$ cat src/rtl/riscv_mem_pkg.sv
// Shared definitions for the unified-memory arbiter of the 5-stage core:
// response-owner encoding and default bus widths.
package riscv_mem_pkg;

  localparam int ADDR_W_DEF = 32;
  localparam int DATA_W_DEF = 32;

  // Who owns the memory read data returning in the next cycle.
  typedef enum logic [1:0] {
    IDLE  = 2'b00,
    RD_IF = 2'b01,
    RD_D  = 2'b10,
    WR_D  = 2'b11
  } rsp_owner_t;

endpackage

$ cat src/rtl/mem_port_arbiter.sv
// Single-port memory arbiter between instruction fetch and load/store.
// Data has fixed priority; a saturating starvation counter forces one fetch
// grant after STARVE_MAX consecutive lost fetch arbitrations. Read data is
// routed back to its owner one cycle after the grant, and a redirect
// (if_flush) kills both new fetch requests and a fetch response in flight.
module mem_port_arbiter
  import riscv_mem_pkg::*;
#(
  parameter int ADDR_W     = ADDR_W_DEF,
  parameter int DATA_W     = DATA_W_DEF,
  parameter int STARVE_MAX = 4
) (
  input  logic                clk,
  input  logic                rst_n,
  input  logic                if_req_valid,
  input  logic [ADDR_W-1:0]   if_req_addr,
  output logic                if_req_ready,
  input  logic                if_flush,
  output logic                if_rsp_valid,
  output logic [DATA_W-1:0]   if_rsp_data,
  input  logic                d_req_valid,
  input  logic                d_req_we,
  input  logic [DATA_W/8-1:0] d_req_wstrb,
  input  logic [ADDR_W-1:0]   d_req_addr,
  input  logic [DATA_W-1:0]   d_req_wdata,
  output logic                d_req_ready,
  output logic                d_rsp_valid,
  output logic [DATA_W-1:0]   d_rsp_data,
  output logic                mem_en,
  output logic [DATA_W/8-1:0] mem_we,
  output logic [ADDR_W-1:0]   mem_addr,
  output logic [DATA_W-1:0]   mem_wdata,
  input  logic [DATA_W-1:0]   mem_rdata
);

  localparam int STRB_W = DATA_W / 8;
  localparam int CNT_W  = $clog2(STARVE_MAX + 1);
  localparam logic [CNT_W-1:0] CNT_MAX = CNT_W'(STARVE_MAX);
  localparam logic [CNT_W-1:0] CNT_ONE = CNT_W'(1);

  logic [CNT_W-1:0] starve_cnt_r;
  logic [CNT_W-1:0] starve_cnt_nxt_s;
  rsp_owner_t       rsp_owner_r;
  rsp_owner_t       rsp_owner_nxt_s;
  logic             drop_r;
  logic             drop_nxt_s;
  logic             force_if_s;
  logic             if_cand_s;
  logic             d_win_s;
  logic             if_win_s;

  // Pick at most one winner; nothing is granted while reset is asserted.
  always_comb begin
    force_if_s = (starve_cnt_r == CNT_MAX);
    if_cand_s  = if_req_valid && !if_flush;
    d_win_s    = 1'b0;
    if_win_s   = 1'b0;
    if (!rst_n) begin
      d_win_s  = 1'b0;
      if_win_s = 1'b0;
    end else if (d_req_valid && !(force_if_s && if_cand_s)) begin
      d_win_s = 1'b1;
    end else if (if_cand_s) begin
      if_win_s = 1'b1;
    end else begin
      d_win_s  = 1'b0;
      if_win_s = 1'b0;
    end
  end

  // Handshakes and memory command muxed from the winning port.
  always_comb begin
    d_req_ready  = d_win_s;
    if_req_ready = if_win_s;
    mem_en       = 1'b0;
    mem_we       = {STRB_W{1'b0}};
    mem_addr     = {ADDR_W{1'b0}};
    mem_wdata    = {DATA_W{1'b0}};
    if (d_win_s) begin
      mem_en    = 1'b1;
      mem_addr  = d_req_addr;
      mem_wdata = d_req_wdata;
      if (d_req_we) begin
        mem_we = d_req_wstrb;
      end else begin
        mem_we = {STRB_W{1'b0}};
      end
    end else if (if_win_s) begin
      mem_en   = 1'b1;
      mem_addr = if_req_addr;
    end else begin
      mem_en = 1'b0;
    end
  end

  // Next owner, starvation count and drop flag derived from this cycle's grant.
  always_comb begin
    starve_cnt_nxt_s = starve_cnt_r;
    rsp_owner_nxt_s  = IDLE;
    drop_nxt_s       = if_win_s && if_flush;

    if (!if_req_valid || if_flush || if_win_s) begin
      starve_cnt_nxt_s = {CNT_W{1'b0}};
    end else if (d_win_s && (starve_cnt_r != CNT_MAX)) begin
      starve_cnt_nxt_s = starve_cnt_r + CNT_ONE;
    end else begin
      starve_cnt_nxt_s = starve_cnt_r;
    end

    if (d_win_s) begin
      if (d_req_we) begin
        rsp_owner_nxt_s = WR_D;
      end else begin
        rsp_owner_nxt_s = RD_D;
      end
    end else if (if_win_s) begin
      rsp_owner_nxt_s = RD_IF;
    end else begin
      rsp_owner_nxt_s = IDLE;
    end
  end

  // Arbitration state; an asynchronous reset also cancels any pending response.
  always_ff @(posedge clk or negedge rst_n) begin
    if (!rst_n) begin
      starve_cnt_r <= {CNT_W{1'b0}};
      rsp_owner_r  <= IDLE;
      drop_r       <= 1'b0;
    end else begin
      starve_cnt_r <= starve_cnt_nxt_s;
      rsp_owner_r  <= rsp_owner_nxt_s;
      drop_r       <= drop_nxt_s;
    end
  end

  // Route the returning read data (or write acknowledge) to its owner.
  always_comb begin
    if_rsp_valid = 1'b0;
    if_rsp_data  = {DATA_W{1'b0}};
    d_rsp_valid  = 1'b0;
    d_rsp_data   = {DATA_W{1'b0}};
    case (rsp_owner_r)
      RD_D: begin
        d_rsp_valid = 1'b1;
        d_rsp_data  = mem_rdata;
      end
      WR_D: begin
        d_rsp_valid = 1'b1;
        d_rsp_data  = {DATA_W{1'b0}};
      end
      RD_IF: begin
        // A redirect in the response cycle discards the stale instruction.
        if (!drop_r && !if_flush) begin
          if_rsp_valid = 1'b1;
          if_rsp_data  = mem_rdata;
        end else begin
          if_rsp_valid = 1'b0;
          if_rsp_data  = {DATA_W{1'b0}};
        end
      end
      IDLE: begin
        if_rsp_valid = 1'b0;
        d_rsp_valid  = 1'b0;
      end
      default: begin
        if_rsp_valid = 1'b0;
        d_rsp_valid  = 1'b0;
      end
    endcase
  end

endmodule

$ cat config.mk
export PLATFORM = sky130hd
export DESIGN_NAME = mem_port_arbiter
export DESIGN_NICKNAME = d
export VERILOG_FILES = /design/src/rtl/riscv_mem_pkg.sv /design/src/rtl/mem_port_arbiter.sv
export SDC_FILE = /design/constraint.sdc
export NUM_CORES = 1
export LEC_CHECK = 0
export CAP_MARGIN = 20
export CELL_PAD_IN_SITES_DETAIL_PLACEMENT = 2
export CELL_PAD_IN_SITES_GLOBAL_PLACEMENT = 2
export CORE_MARGIN = 5
export CORE_UTILIZATION = 10
export DETAILED_ROUTE_END_ITERATION = 7
export GPL_ROUTABILITY_DRIVEN = 0
export PLACE_DENSITY = 0.95
export SLEW_MARGIN = 20
export SYNTH_ARGS = -nofsm -noshare
export SYNTH_HDL_FRONTEND = slang
export SYNTH_SLANG_ARGS = --single-unit
$ cat constraint.sdc
create_clock -name clk -period 1.7 [get_ports clk]
set_input_delay 0.17 -clock clk [delete_from_list [all_inputs] [get_ports clk]]
set_output_delay 0.17 -clock clk [all_outputs]
set_load 0.02 [all_outputs]
==> results summary, run 1 <==
The run finished, with violations left. The final reports fail on setup timing. The antenna cell count is 0.

In this run the tool buffered the top-level ports with 274 buffer cells. The first global-routing pass estimated around 19 mm of wire. The total congestion overflow came out at 0. The worst-case clock buffer depth is 2. The count of TritonRoute iterations in the first routing pass is 3. The startpoint class of the critical path is a flip-flop. Counting instances in the post-synthesis netlist gives the leading cell types as 96 x and2_1, 32 x a22o_1, 8 x clkbuf_1, 7 x buf_2, 6 x dfrtp_1.

The area growth from synthesis to final layout came out at 278%. The clock insertion delay at the later pin of the skew report came out at 0.23 ns. The synthesized area is 1350 sq um. The fraction of final layout cells sized beyond drive strength 1 came out at 49.3%.

Summed over all cells, the static leakage comes to 2.31 nW. The fmax is approximately 510 MHz. The clock root buffer is clkbuf_16. The leading register cell type out of synthesis is dfrtp_1. The number of max-slew violations in the final report is 0. The count of clock tree sinks came out at 6.

The final setup slack of the worst path is -0.256 ns. For this run, the share of the core covered by cells in the final layout is 38.5%. For this block, the routed nets add up to 13.3 mm of wire. By area the synthesized netlist is led by and2_1 45%, a22o_1 21%, dfrtp_1 11%, buf_2 2.6%, buf_6 2.5%. Clock-pin slew was measured on the worst setup and hold paths at 0.03 ns.

Buffers inserted during clock tree synthesis total 3. Counting cells, the worst reg-to-reg path comes to 7. The count of warnings emitted by yosys came out at 0.

The global-route usage over all layers came out at 15.3%. The area share of the leading cell type in the synthesized netlist is between 40% and 50%. The biggest area contributor in the post-synthesis netlist is and2_1. The class of the most critical hold timing path is input pin to asynchronous set/reset pin.

The total power draw is approximately 0.0016 W. In the final routed layout, each cell accounts on average for ~20 um. After detailed routing, no signal wire sits above met4. The number of synthesized register bits is 6.

Setup repair after global routing could not meet its margin everywhere. The highest net fanout along the worst path is 7. The worst setup path is captured at an output port.

The via density per instance is 4.01. The first routing iteration left 33 violations. The die is 126 um wide. The register-to-register path setup slack came out at 0.27 ns. TritonCTS built the clock tree. The post-route non-filler standard cell count is 661. Max-cap violations in this run came to 0.

The core region is 13200 sq um. The final hold slack came out at 0.379 ns. The delay of the slowest critical-path stage is 0.35 ns. By instance count, the leading cell after synthesis is and2_1. The capturing point of the worst reg2reg path is rsp_owner_r[0]$_DFF_PN0_.

At the worst endpoint, the arrival time is 1.79 ns. The H-tree depth came out at 1. Among all stages on the critical path, the largest delay is contributed by dfrtp_1. The residual DRC count came out at 0. The initial cell density of the core came out at 10.2%. The number of global-route vias before repair is 3194.

The net count of the finished layout came out at 627. The clock period minus final worst setup slack is 1.96 ns. Once detail routing completed, the nets flagged for antenna violations numbered 0.

The number of vias after detailed routing came out at 2648. After detailed placement, the design holds a cell count of between 600 and 700. The number of antenna violations at the first check in global routing came out at 0. The post-synthesis cell type count came out at 24. Of the synthesized area, sequential elements account for 11.1%. The critical path in this run is classified as flip-flop to output port. For this run, asynchronously set or reset flops after synthesis account for 100%. The count of final hold-check violations came out at 0. Detailed placement ended at an HPWL of 10.1 mm.

The power density over cell area is 316 nW/um^2. Among the stages of the critical path, the cell type that occurs most often is buf_6. The critical path data required time came out at 1.53 ns. After layout, the worst path uses 115% of the clock period.

The startpoint identified for the worst register-to-register timing path is starve_cnt_r[0]$_DFFE_PN0P_. Walking the worst path, the cells encountered are inv_2 > ha_4 > buf_6 > a31oi_4 > buf_6 > clkbuf_16 > a22o_1 > buf_6. The die covers 15900 sq um. The synthesized instance count is 182. The start point of the critical path is starve_cnt_r[0]$_DFFE_PN0P_. After detailed routing, the met3 layer carries approximately 1.3 mm of wire. The maximum vdd drop came out at 264 uV. The number of nets in the synthesized netlist is roughly 320. The largest net degree at the start of global routing came out at 33. The number of flops mapped to enable cells by yosys came out at 0. The total met2 wirelength after detailed routing is 7.45 mm. The vertical die dimension came out at 126 um. The count of endpoints failing setup in the final report came out at 80. The maximum clock skew at final layout came out at about 0.0025 ns.

The number of placement rows came out at 42. The wire length the detailed router placed on met1 came out at 4.33 mm. The post-synthesis area per instance came out at between 7 and 8 sq um.

The number of ports placed on the die boundary is 275.
==> worst max-delay path, delay by kind of cell (launching register included) <==
family | cells | cell delay, ns
buffers and inverters | 5 | 0.64
AO/OA/AOI/OAI | 2 | 0.39
flip-flops | 1 | 0.35
adder cells (fa/ha/maj) | 1 | 0.17
==> worst max-delay path by stage <==
stage,to,slack (ns),cells after the start
after CTS,mem_addr[9],-0.26,8
final,mem_addr[20],-0.26,8
after global placement,mem_addr[14],-0.54,6
after floorplan,mem_addr[23],0.02,6
after detailed placement,mem_addr[13],-0.61,6
after global routing,mem_addr[25],-0.32,8
==> what timing repair did <==
action | CTS | global route
setup buffers | 17 | 5
gates cloned | 9 | 2
gates resized for setup | 730 | 64
pin swaps | 34 | 35
hold buffers | 0 | 0
endpoints found under the setup margin | 136 | 136
==> state kept, by name, summed over array words and instances (netlist names) <==
signal        count
starve_cnt_r      3
rsp_owner_r       2
drop_r            1
==> routing by layer <==
metal | up-vias | GRT usage (%)
met4 | 0 | 2.21
li1 | 1223 | -
met5 | - | 0
met2 | 169 | 31.0
met3 | 15 | 5.88
met1 | 1241 | 14.7
==> metrics by stage <==
stage                     worst slack (ns)  setup TNS, ns  cell area (sq um)
after global placement              -0.540         -51.89               4410
after global routing                -0.320         -20.84               5100
after detailed placement            -0.607         -60.06               4410
final                               -0.256         -14.90               5100
after floorplan                     0.0202              0               1350
after CTS                           -0.264         -14.32               5100
==> area by class of cell <==
| cell class | instances | area, sq um |
|---|---|---|
| well taps | 176 | 220 |
| clock buffers | 3 | 75.1 |
| repair buffers | 318 | 3350 |
| fillers | 1470 | 8140 |
| multi-input cells | 156 | 1290 |
| flip-flops and latches | 6 | 150 |
| inverters | 2 | 7.51 |
==> power by group <==
part	switching [W]	internal, W	total (W)
clock	0.0000787	0.000302	0.000380
combinational	0.000424	0.000653	0.00108
sequential	0.00000439	0.000148	0.000153
==> cell usage in the layout (no fill, tap or decap), types with 2 or more instances in the layout <==
cell type / count
clkdlybuf4s15_2: 2
and3_4: 3
buf_4: 25
buf_16: 5
nand3_1: 3
a22o_1: 32
buf_12: 6
clkbuf_16: 5
nand2b_1: 4
buf_8: 3
and2_1: 40
clkbuf_2: 19
inv_2: 2
and2_4: 56
buf_6: 106
clkdlybuf4s15_1: 12
dfrtp_1: 6
a21oi_1: 2
clkdlybuf4s50_1: 137
==> logic make-up after synthesis <==
| family | Yosys count | synth area share, % |
|---|---|---|
| compound gates | 39 | 24.9 |
| fa+ha+maj | 2 | 1.85 |
| buf+inv | 20 | 7.88 |
| flops | 6 | 11.1 |
| other cells | 1 | 0.278 |
| simple gates | 114 | 54.0 |
No activity file was read; power rests on OpenSTA's default activity.
==> inputs of run 2 (changes only) <==
--- a/config.mk
+++ b/config.mk
@@ -8,7 +8,7 @@
 export CAP_MARGIN = 20
 export CELL_PAD_IN_SITES_DETAIL_PLACEMENT = 2
 export CELL_PAD_IN_SITES_GLOBAL_PLACEMENT = 2
-export CORE_MARGIN = 5
+export CORE_MARGIN = 2
 export CORE_UTILIZATION = 10
 export DETAILED_ROUTE_END_ITERATION = 7
 export GPL_ROUTABILITY_DRIVEN = 0
==> results summary, run 2 (same netlist as run 1, synthesis figures left out) <==
The count of port buffers added during placement came out at between 200 and 300. The critical path data required time came out at 1.53 ns. By instance count, the cell type seen most on the critical path is buf_6. Dividing the detail-routed wire length by the instance count gives 18.8 um. The endpoint arrival time on the critical path is ~1.9 ns. The post-DP HPWL came out at 9.33 mm. The number of vias after detailed routing came out at about 2700. The delay of the slowest critical-path stage came out at 0.38 ns. The area growth from synthesis to final layout came out at 269%. The post-detailed-route count of antenna-violating nets came out at 0. The fraction of power spent switching nets is 31.0%.

The number of cells on the worst reg-to-reg path is 7. With fillers left out, the area of the finished cells amounts to 4980 sq um. Between clock sinks in the finished design, the worst skew comes to 0.00340 ns. The fmax came out at 483 MHz. The register ranked first by flip-flop count is starve_cnt_r. The internal power came out at 0.00111 W. The area of the core region came out at 13200 sq um. The capturing point of the worst reg2reg path is starve_cnt_r[2]$_DFFE_PN0P_.

The number of max-slew violations in the final report came to 0. Walking the worst path, the cells encountered are inv_2 > ha_4 > buf_4 > a21boi_4 > nor3b_4 > buf_6 > buf_12 > a22o_1 > buf_6. The fraction of final layout cells sized beyond drive strength 1 came out at 41.9%. STA classifies the critical path startpoint as a flip-flop. TritonCTS built the clock tree. The clock transition at the register clock pins on the worst setup and hold paths after CTS is 0.03 ns. The tightest min-delay check is of the input pin to asynchronous set/reset pin type. The maximum vdd drop is 258 uV. The number of antenna violations at the first check in global routing came out at 0. The count of endpoints failing setup in the final report came out at 70. The number of ports placed on the die boundary came out at 275. For this run the aggregate overflow at the end of global routing stands at 0.

The worst setup path is captured at an output port. The library cells used most frequently in the layout, excluding fill and tap cells, are 137 x clkdlybuf4s50_1, 71 x buf_6, 67 x and2_1. The filler cells instantiated in the layout total 1447. The number of placement rows is 42. Summed over all layers, the routed wires come to 12.5 mm. The number of maximum-capacitance constraint violations came out at 0. The worst-case clock buffer depth came out at 2. The DRC violation total after the first TritonRoute iteration is 43. The overall die width is 120 um.

The first-pass GRT wire length came out at 16.9 mm. The net count of the finished layout is around 630. The count of final hold-check violations is 0.

The die outline area is 14400 sq um. The H-tree depth is 1. The clock network power share came out at 23.6%. The residual DRC count came out at 0.

After detailed placement, the total cell area comes to 4380 sq um. The antenna cell count came out at 0. The register with the most flip-flops in the layout has 3 of them. The count of clock tree sinks is 6. Using the TritonRoute via totals, the vias-per-cell ratio works out to about 4.1. The first detailed-routing pass ran for 4 iterations. The leakage power is about 2.3 nW. Of the total power, registers draw 9.6%. The library cell used most frequently in the layout, excluding fill and tap cells, is clkdlybuf4s50_1. The clock insertion delay at the later pin of the skew report came out at between 0.2 and 0.25 ns. Among all stages on the critical path, the largest delay is contributed by dfrtp_1.

In the final layout, the registers with the most flip-flops are starve_cnt_r (3), rsp_owner_r (2), drop_r (1). Setup repair after global routing could not meet its margin everywhere. The analysis attributes to net switching a power of 0.000498 W. Global routing used roughly 15% of the available tracks. The root buffer cell chosen for the clock tree is clkbuf_16. The initial cell density of the core came out at 10.2%.

The clock period minus final worst setup slack came out at about 2.1 ns. After routing, the total negative slack on setup checks comes to -20.05 ns. The register-to-register path setup slack came out at approximately 0.26 ns. The launching point of the worst reg2reg path is starve_cnt_r[0]$_DFFE_PN0P_. The number of global-route vias before repair came out at 2953. The final critical path takes up 122% of the cycle. The final setup slack of the worst path is -0.371 ns.

The worst setup path category is flip-flop to output port. The highest net fanout along the worst path is 9. The power density over cell area is 322 nW/um^2. The vertical die dimension is 120 um. Entering global routing, the biggest net connects 24 pins.

The number of clock buffers added by TritonCTS is 3. The final reports fail on setup timing. The run finished, with violations left. The combinational share of power is approximately two thirds.
run 2: changes by cell type in the layout (fill, tap and decap cells not counted), sizes merged:
cell / delta
clkdlybuf4s15: +5
buf: -3
dlygate4sd2: +10
clkbuf: -10
run 2: power by group through the flow:
stage | registers (W) | logic, W | clock network (W)
after floorplan | 0.000152 | 0.000306 | 0
after global placement | 0.000154 | 0.000908 | 0
after detailed placement | 0.000154 | 0.000935 | 0
after CTS | 0.000153 | 0.000997 | 0.000383
after global routing | 0.000154 | 0.00113 | 0.000400
final | 0.000154 | 0.00107 | 0.000379
run 2: how the worst max path moves through the flow:
stage,startpoint,end,slack (ns),cells after the start
after floorplan,starve_cnt_r[0]$_DFFE_PN0P_,mem_addr[23],0.02,6
after global placement,d_req_valid,mem_addr[0],-0.59,6
after detailed placement,if_req_valid,mem_addr[0],-0.66,6
after CTS,starve_cnt_r[0]$_DFFE_PN0P_,mem_addr[19],-0.30,9
after global routing,starve_cnt_r[0]$_DFFE_PN0P_,mem_addr[18],-0.42,9
final,starve_cnt_r[0]$_DFFE_PN0P_,mem_addr[27],-0.37,9
run 2: cell type report:
type	instances	area [sq um]	area share [%]
Clock buffer	3	75.1	1.51
Tap cell	176	220	4.42
Sequential cell	6	151	3.04
Multi-Input combinational cell	156	1240	24.9
Inverter	2	7.51	0.151
Timing Repair Buffer	320	3290	66.0
run 2: repair_timing:
| action | in CTS | in global routing |
|---|---|---|
| cloned | 6 | 6 |
| pin swaps | 15 | 31 |
| gates resized for setup | 586 | 116 |
| endpoints found under the setup margin | 136 | 135 |
| buffers inserted | 10 | 11 |
| hold endpoints to repair | 0 | 0 |
| hold buffers | 0 | 0 |
run 2: worst max-delay path, delay by kind of cell, from the launching register on:
kind	cells	cell delay [ns]
AOI/OAI and AO/OA	2	0.23
adders and majority gates	1	0.14
buffers and inverters	5	0.63
and+or+nand+nor	1	0.29
DFF	1	0.38
run 2: through the flow:
stage	setup WS, ns	power [W]	hold WS (ns)	util (%)	std cells
CTS	-0.302	0.00153	0.321	35.4	650
global placement	-0.593	0.00106	0.531	33.2	631
floorplan	0.0202	0.000459	-0.126	-	182
detailed placement	-0.655	0.00109	0.554	33.2	631
finish	-0.371	0.00161	0.319	37.8	663
global route	-0.420	0.00169	0.343	37.8	663
run 2: layer usage:
metal  wire [um]  GRT usage (%)  vias up  part of all wire [%]
met5           0              0        -                     0
met4          82           2.43        0                  0.66
met3        1040           4.71        8                   8.3
met2        7200           32.0      168                    58
met1        4160           14.1     1279                    33
li1            -              -     1232                     -
